`src/rtl/exec_stage_wide.sv`:
```
// Execute stage: single-cycle ALU/branch/memory-address ops plus an optional
// multi-cycle shift-add multiplier. Every result is registered and appears as
// a one-cycle out_valid pulse. Handshake: an instruction is accepted on a
// rising clk edge where in_valid and in_ready are both high; in_ready is low
// only while a multiply is running; there is no downstream backpressure.
module exec_stage_wide #(
   parameter int DATA_W = 16,
   parameter int IMM_W  = 7,
   parameter int IDX_W  = 5,
   parameter int MUL_EN = 1
) (
   input  logic              clk,
   input  logic              rst,
   input  logic              in_valid,
   output logic              in_ready,
   input  logic [4:0]        control_in,
   input  logic [IDX_W-1:0]  dest_index_in,
   input  logic [DATA_W-1:0] reg1_data,
   input  logic [DATA_W-1:0] reg2_data,
   input  logic [DATA_W-1:0] npc,
   input  logic [IMM_W-1:0]  immediate,
   output logic              out_valid,
   output logic [4:0]        control_out,
   output logic [IDX_W-1:0]  dest_index_out,
   output logic [DATA_W-1:0] result_out,
   output logic [DATA_W-1:0] output_reg,
   output logic [DATA_W-1:0] target,
   output logic              branch_taken,
   output logic              DEST_REG_WRITE_EN,
   output logic              ZF,
   output logic              GF,
   output logic              LF,
   output logic              busy
);

   localparam logic [4:0] OP_SUB    = 5'b00001;
   localparam logic [4:0] OP_ADD    = 5'b00010;
   localparam logic [4:0] OP_ADDI   = 5'b00011;
   localparam logic [4:0] OP_SHLLI  = 5'b00100;
   localparam logic [4:0] OP_SHRLI  = 5'b00101;
   localparam logic [4:0] OP_JUMP   = 5'b00110;
   localparam logic [4:0] OP_JUMPL  = 5'b00111;
   localparam logic [4:0] OP_JUMPG  = 5'b01000;
   localparam logic [4:0] OP_JUMPE  = 5'b01001;
   localparam logic [4:0] OP_JUMPNE = 5'b01010;
   localparam logic [4:0] OP_CMP    = 5'b01011;
   localparam logic [4:0] OP_LOAD   = 5'b01100;
   localparam logic [4:0] OP_LOADI  = 5'b01101;
   localparam logic [4:0] OP_STORE  = 5'b01110;
   localparam logic [4:0] OP_MOV    = 5'b01111;
   localparam logic [4:0] OP_MUL    = 5'b10000;

   localparam int CNT_W = $clog2(DATA_W);

   typedef enum logic {S_IDLE, S_MUL_BUSY} state_t;

   state_t state_q, state_d;

   logic              out_valid_q;
   logic [4:0]        control_q;
   logic [IDX_W-1:0]  dest_q;
   logic [DATA_W-1:0] result_q, oreg_q, target_q;
   logic              branch_q, wen_q;
   logic              zf_q, gf_q, lf_q;

   // Multiplier working registers and the instruction tag held until completion
   logic [DATA_W-1:0] mcand_q, mplier_q, acc_q, acc_nxt;
   logic [CNT_W-1:0]  cnt_q;
   logic [4:0]        mul_ctrl_q;
   logic [IDX_W-1:0]  mul_dest_q;

   logic              accept, is_mul, mul_last, shamt_big;
   logic [DATA_W-1:0] simm, zimm;
   logic [DATA_W-1:0] res_d, oreg_d, tgt_d;
   logic              br_d, wen_d;

   assign simm      = {{(DATA_W-IMM_W){immediate[IMM_W-1]}}, immediate};
   assign zimm      = {{(DATA_W-IMM_W){1'b0}}, immediate};
   assign shamt_big = (32'(immediate) >= 32'(DATA_W));
   assign accept    = in_valid && (state_q == S_IDLE);
   assign is_mul    = (MUL_EN != 0) && (control_in == OP_MUL);
   assign mul_last  = (state_q == S_MUL_BUSY) && (cnt_q == CNT_W'(DATA_W-1));
   assign acc_nxt   = mplier_q[0] ? (acc_q + mcand_q) : acc_q;

   // FSM state register
   always_ff @(posedge clk) begin
      if (rst) state_q <= S_IDLE;
      else     state_q <= state_d;
   end

   // FSM next-state: a multiply holds the stage for DATA_W iterations
   always_comb begin
      state_d = state_q;
      case (state_q)
         S_IDLE:     if (accept && is_mul) state_d = S_MUL_BUSY;
         S_MUL_BUSY: if (mul_last)         state_d = S_IDLE;
         default:    state_d = S_IDLE;
      endcase
   end

   // FSM outputs: ready only when idle; busy doubles as the visible state
   always_comb begin
      in_ready = (state_q == S_IDLE);
      busy     = (state_q == S_MUL_BUSY);
   end

   // Single-cycle result decode; unlisted opcodes (and disabled MUL) give NOP zeros
   always_comb begin
      res_d  = '0;
      oreg_d = '0;
      tgt_d  = '0;
      br_d   = 1'b0;
      wen_d  = 1'b0;
      case (control_in)
         OP_SUB:    begin res_d = reg1_data - reg2_data; wen_d = 1'b1; end
         OP_ADD:    begin res_d = reg1_data + reg2_data; wen_d = 1'b1; end
         OP_ADDI:   begin res_d = reg1_data + simm;      wen_d = 1'b1; end
         OP_SHLLI:  begin res_d = shamt_big ? '0 : (reg1_data << immediate); wen_d = 1'b1; end
         OP_SHRLI:  begin res_d = shamt_big ? '0 : (reg1_data >> immediate); wen_d = 1'b1; end
         OP_JUMP:   begin tgt_d = npc + simm; br_d = 1'b1;  end
         OP_JUMPL:  begin tgt_d = npc + simm; br_d = lf_q;  end
         OP_JUMPG:  begin tgt_d = npc + simm; br_d = gf_q;  end
         OP_JUMPE:  begin tgt_d = npc + simm; br_d = zf_q;  end
         OP_JUMPNE: begin tgt_d = npc + simm; br_d = !zf_q; end
         OP_LOAD:   begin res_d = reg1_data + simm; wen_d = 1'b1; end
         OP_LOADI:  begin res_d = zimm;             wen_d = 1'b1; end
         OP_STORE:  begin res_d = reg1_data + simm; oreg_d = reg2_data; end
         OP_MOV:    begin res_d = reg1_data;        wen_d = 1'b1; end
         default:   ;
      endcase
   end

   // Datapath: flags, output registers and the shift-add multiplier
   always_ff @(posedge clk) begin
      if (rst) begin
         out_valid_q <= 1'b0;
         control_q   <= '0;
         dest_q      <= '0;
         result_q    <= '0;
         oreg_q      <= '0;
         target_q    <= '0;
         branch_q    <= 1'b0;
         wen_q       <= 1'b0;
         zf_q        <= 1'b0;
         gf_q        <= 1'b0;
         lf_q        <= 1'b0;
         mcand_q     <= '0;
         mplier_q    <= '0;
         acc_q       <= '0;
         cnt_q       <= '0;
         mul_ctrl_q  <= '0;
         mul_dest_q  <= '0;
      end else begin
         out_valid_q <= 1'b0;
         if (accept) begin
            if (control_in == OP_CMP) begin
               zf_q <= (reg1_data == reg2_data);
               gf_q <= (reg1_data >  reg2_data);
               lf_q <= (reg1_data <  reg2_data);
            end
            if (is_mul) begin
               mcand_q    <= reg1_data;
               mplier_q   <= reg2_data;
               acc_q      <= '0;
               cnt_q      <= '0;
               mul_ctrl_q <= control_in;
               mul_dest_q <= dest_index_in;
            end else begin
               out_valid_q <= 1'b1;
               control_q   <= control_in;
               dest_q      <= dest_index_in;
               result_q    <= res_d;
               oreg_q      <= oreg_d;
               target_q    <= tgt_d;
               branch_q    <= br_d;
               wen_q       <= wen_d;
            end
         end else if (state_q == S_MUL_BUSY) begin
            acc_q    <= acc_nxt;
            mcand_q  <= mcand_q << 1;
            mplier_q <= mplier_q >> 1;
            cnt_q    <= cnt_q + CNT_W'(1);
            if (mul_last) begin
               out_valid_q <= 1'b1;
               control_q   <= mul_ctrl_q;
               dest_q      <= mul_dest_q;
               result_q    <= acc_nxt;
               oreg_q      <= '0;
               target_q    <= '0;
               branch_q    <= 1'b0;
               wen_q       <= 1'b1;
            end
         end
      end
   end

   assign out_valid         = out_valid_q;
   assign control_out       = control_q;
   assign dest_index_out    = dest_q;
   assign result_out        = result_q;
   assign output_reg        = oreg_q;
   assign target            = target_q;
   assign branch_taken      = branch_q;
   assign DEST_REG_WRITE_EN = wen_q;
   assign ZF                = zf_q;
   assign GF                = gf_q;
   assign LF                = lf_q;

endmodule

```
`config.mk`:
```
export PLATFORM = sky130hd
export DESIGN_NAME = exec_stage_wide
export DESIGN_NICKNAME = d
export VERILOG_FILES = /design/src/rtl/exec_stage_wide.sv
export SDC_FILE = /design/constraint.sdc
export NUM_CORES = 1
export LEC_CHECK = 0
export CAP_MARGIN = 5
export CORE_UTILIZATION = 45
export DETAILED_ROUTE_END_ITERATION = 7
export PLACE_DENSITY = 0.68
export SLEW_MARGIN = 30
export SYNTH_ARGS = -nofsm -noshare
export SYNTH_HDL_FRONTEND = slang
export SYNTH_SLANG_ARGS = --single-unit
```
`constraint.sdc`:
```
create_clock -name clk -period 5.3 [get_ports clk]
set_input_delay 1.325 -clock clk [delete_from_list [all_inputs] [get_ports clk]]
set_output_delay 1.325 -clock clk [all_outputs]
set_load 0.02 [all_outputs]
```
==> run metrics <==
total die area 22000 µm²; flop-to-flop setup slack 2.15 ns; Post-synth EDFFs 0; max_cap viols 0; Pleak 4.71 nW; count of input and output buffers 133; Die Width 148 µm; DP Cell Count roughly 1600; GRT Resource Usage Total 30.2%; Vias/cell roughly 6.0; worst-case clock buffer depth 2; register area share after synthesis a little over a quarter; Syn. warnings 0; Design Power 2.93 mW; Iter 0 DRT Violations 870; Root Driver clkbuf_16; Placer Congestion 0.997; Reg-to-Reg Start mcand_q[0]$_SDFFE_PP0P_; Max Freq around 210 MHz; CORE AREA 21000 µm²; HP Class reg -> reg; Syn Inst Count 1231; design area 12000 µm²; row count 53; Netlist cell types 69; DRC 0; post-route setup slack 0.569 ns; diode count 0; P&R area growth vs syn 24.5%; post-synthesis async set-or-reset flop share 0%; Worst VDD drop 0.140 mV; CP startpoint kind primary input; first-pass GRT wire length 51000 µm; H-Tree Level Count 4; Slew @ Worst Pin between 1 and 1.5 ns; Post-Syn Area between 9000 and 10000 µm²; fin nets 1495; Post-Route WL 33100 µm; CTS Hold Buffers Added 0; Fin Clk Skew 0.0109 ns; largest net degree at the start of global routing 57; setup TNS 0 ns; share of layout cells above drive strength 1 8.68%; postcts setup bufs 0; CP Class in -> reg; Hold Slack about 0.46 ns; Num CTS Buffers 17; dpl hpwl ~25000 µm; Final Max Tran Viols 0; outcome finished, final reports clean; Fin. Hold Viols 0; power per cell area roughly 240 nW/µm²; area post-placement 11400 µm²; crit end category flip-flop; Max-Slew Margin vs Limit 32.7%; vias in the first global route 8938; clock net sink count roughly 130; CP Data Arrival Time between 5 and 6 ns; Non-Filler Instances between 1500 and 2000; Clk pin slew, worst setup/hold paths 0.06 ns; Clock Latency Late Sink 0.42 ns; fin util 57.1%; period utilization between 80% and 90%; #FFs+latches synth about 130; post-synth net total roughly 1400; initial core utilization a little under half; DRT Pass-1 Iters 6; Worst EP required 5.59 ns; Finish-stage setup viols 0; Post-Syn Area per Cell approximately 8 µm²; Post-Place Worst Slack 0.274 ns; crit path max fanout 10; GR Overflow Total 0; CP Capture Point result_out[15]$_SDFFE_PP0P_; vias 9914; RSZ-0062 raised after global routing no; critical path startpoint control_in[0]; R2R cell count 11; initial antenna violation count 0; FF-to-FF End result_out[14]$_SDFFE_PP0P_; Filler Cell Count 1964; min cycle time layout 4.73 ns; post-DR wirelength/cell 20.1 µm; TritonCTS clock tree done; Die Y 148 µm; IO Count 134; post-CTS sizing 0; Routed Antenna Nets 0; Synth Flop Type dfxtp_1
==> worst min path at each step <==
stage	from	end	cells past startpoint
final	mul_dest_q[3]$_SDFFE_PP0P_	mul_dest_q[3]$_SDFFE_PP0P_	2
after global routing	mul_dest_q[1]$_SDFFE_PP0P_	mul_dest_q[1]$_SDFFE_PP0P_	2
after CTS	mul_dest_q[0]$_SDFFE_PP0P_	mul_dest_q[0]$_SDFFE_PP0P_	2
after detailed placement	mul_dest_q[2]$_SDFFE_PP0P_	mul_dest_q[2]$_SDFFE_PP0P_	2
after global placement	target[10]$_SDFFE_PP0P_	target[10]$_SDFFE_PP0P_	2
after floorplan	mul_dest_q[0]$_SDFFE_PP0P_	mul_dest_q[0]$_SDFFE_PP0P_	2
==> cells in the final DEF (no fill, tap or decap), types with 10 or more instances in the layout <==
master           instances
nor3_1                  36
o21ai_1                 20
a311oi_1                43
nand4_1                 10
mux2i_1                 40
clkbuf_16               17
clkdlybuf4s50_1        131
a211oi_1                22
nand2_1                201
nand3_1                 16
buf_4                   49
a21o_1                  18
a21oi_1                 68
a22oi_1                 11
a22o_1                  34
o21ai_0                 35
xor2_1                  24
ha_1                    65
mux4_2                  15
nor2_1                 135
and3_1                  14
xnor2_1                 24
dfxtp_1                127
inv_1                   35
nor2b_1                 13
==> cell usage after synthesis, drive strengths merged (23+ instances only) <==
cell | count | area [µm²]
a21oi | 69 | 349
xor2 | 24 | 210
dfxtp | 127 | 2540
a211oi | 23 | 178
a311oi | 43 | 377
nor2 | 136 | 510
clkbuf | 58 | 218
mux2i | 40 | 400
a22o | 34 | 298
inv | 36 | 135
nor3 | 36 | 180
xnor2 | 24 | 210
nand2 | 202 | 758
ha | 65 | 813
o21ai | 55 | 275
==> power breakdown <==
part           leakage [nW]  total [mW]  internal (mW)  switching (mW)
sequential             1.03       0.998          0.980          0.0185
combinational          3.39       0.717          0.300           0.417
clock                 0.290        1.22          0.749           0.471
==> routing by layer <==
metal | share of wire (%) | track usage (%) | vias to the layer above
li1 | - | - | 4780
met1 | 46 | 43.3 | 4648
met4 | 2.4 | 10.7 | 0
met2 | 44 | 45.9 | 435
met3 | 7.3 | 4.29 | 51
met5 | 0 | 0 | -
==> cells by family (layout without fill, tap and decap cells) <==
kind of cell / after synthesis / count (layout) / share of synthesized area, %
and+or+nand+nor: 473 / 473 / 21.8
AOI/OAI and AO/OA: 336 / 336 / 24.7
DFF: 127 / 127 / 26.4
buffers and inverters: 112 / 252 / 4.58
adders and majority gates: 69 / 69 / 9.27
muxes: 66 / 66 / 8.95
xor gates and xnor gates: 48 / 48 / 4.36
==> cell type report <==
cell class / count / area (µm²) / share of cell area (%)
Multi-Input combinational cell: 992 / 6670 / 55.6
Sequential cell: 127 / 2540 / 21.2
Timing Repair Buffer: 182 / 1690 / 14.1
Clock buffer: 18 / 429 / 3.58
Tap cell: 275 / 344 / 2.87
Clock inverter: 14 / 181 / 1.51
Inverter: 38 / 143 / 1.19
==> critical path, cell delays in order <==
cell	delay [ns]
clkdlybuf4s50_1	0.51
nand3b_1	0.22
a21o_1	0.48
or2_0	0.18
buf_4	0.16
nand2_1	0.07
ha_1	0.34
a21o_1	0.20
a21oi_1	0.20
o21ai_0	0.13
a221oi_1	0.47
a21oi_1	0.15
nor3b_1	0.17
o311ai_1	0.29
o211ai_1	0.12
Note: power is estimated with default switching activity, not from simulation.
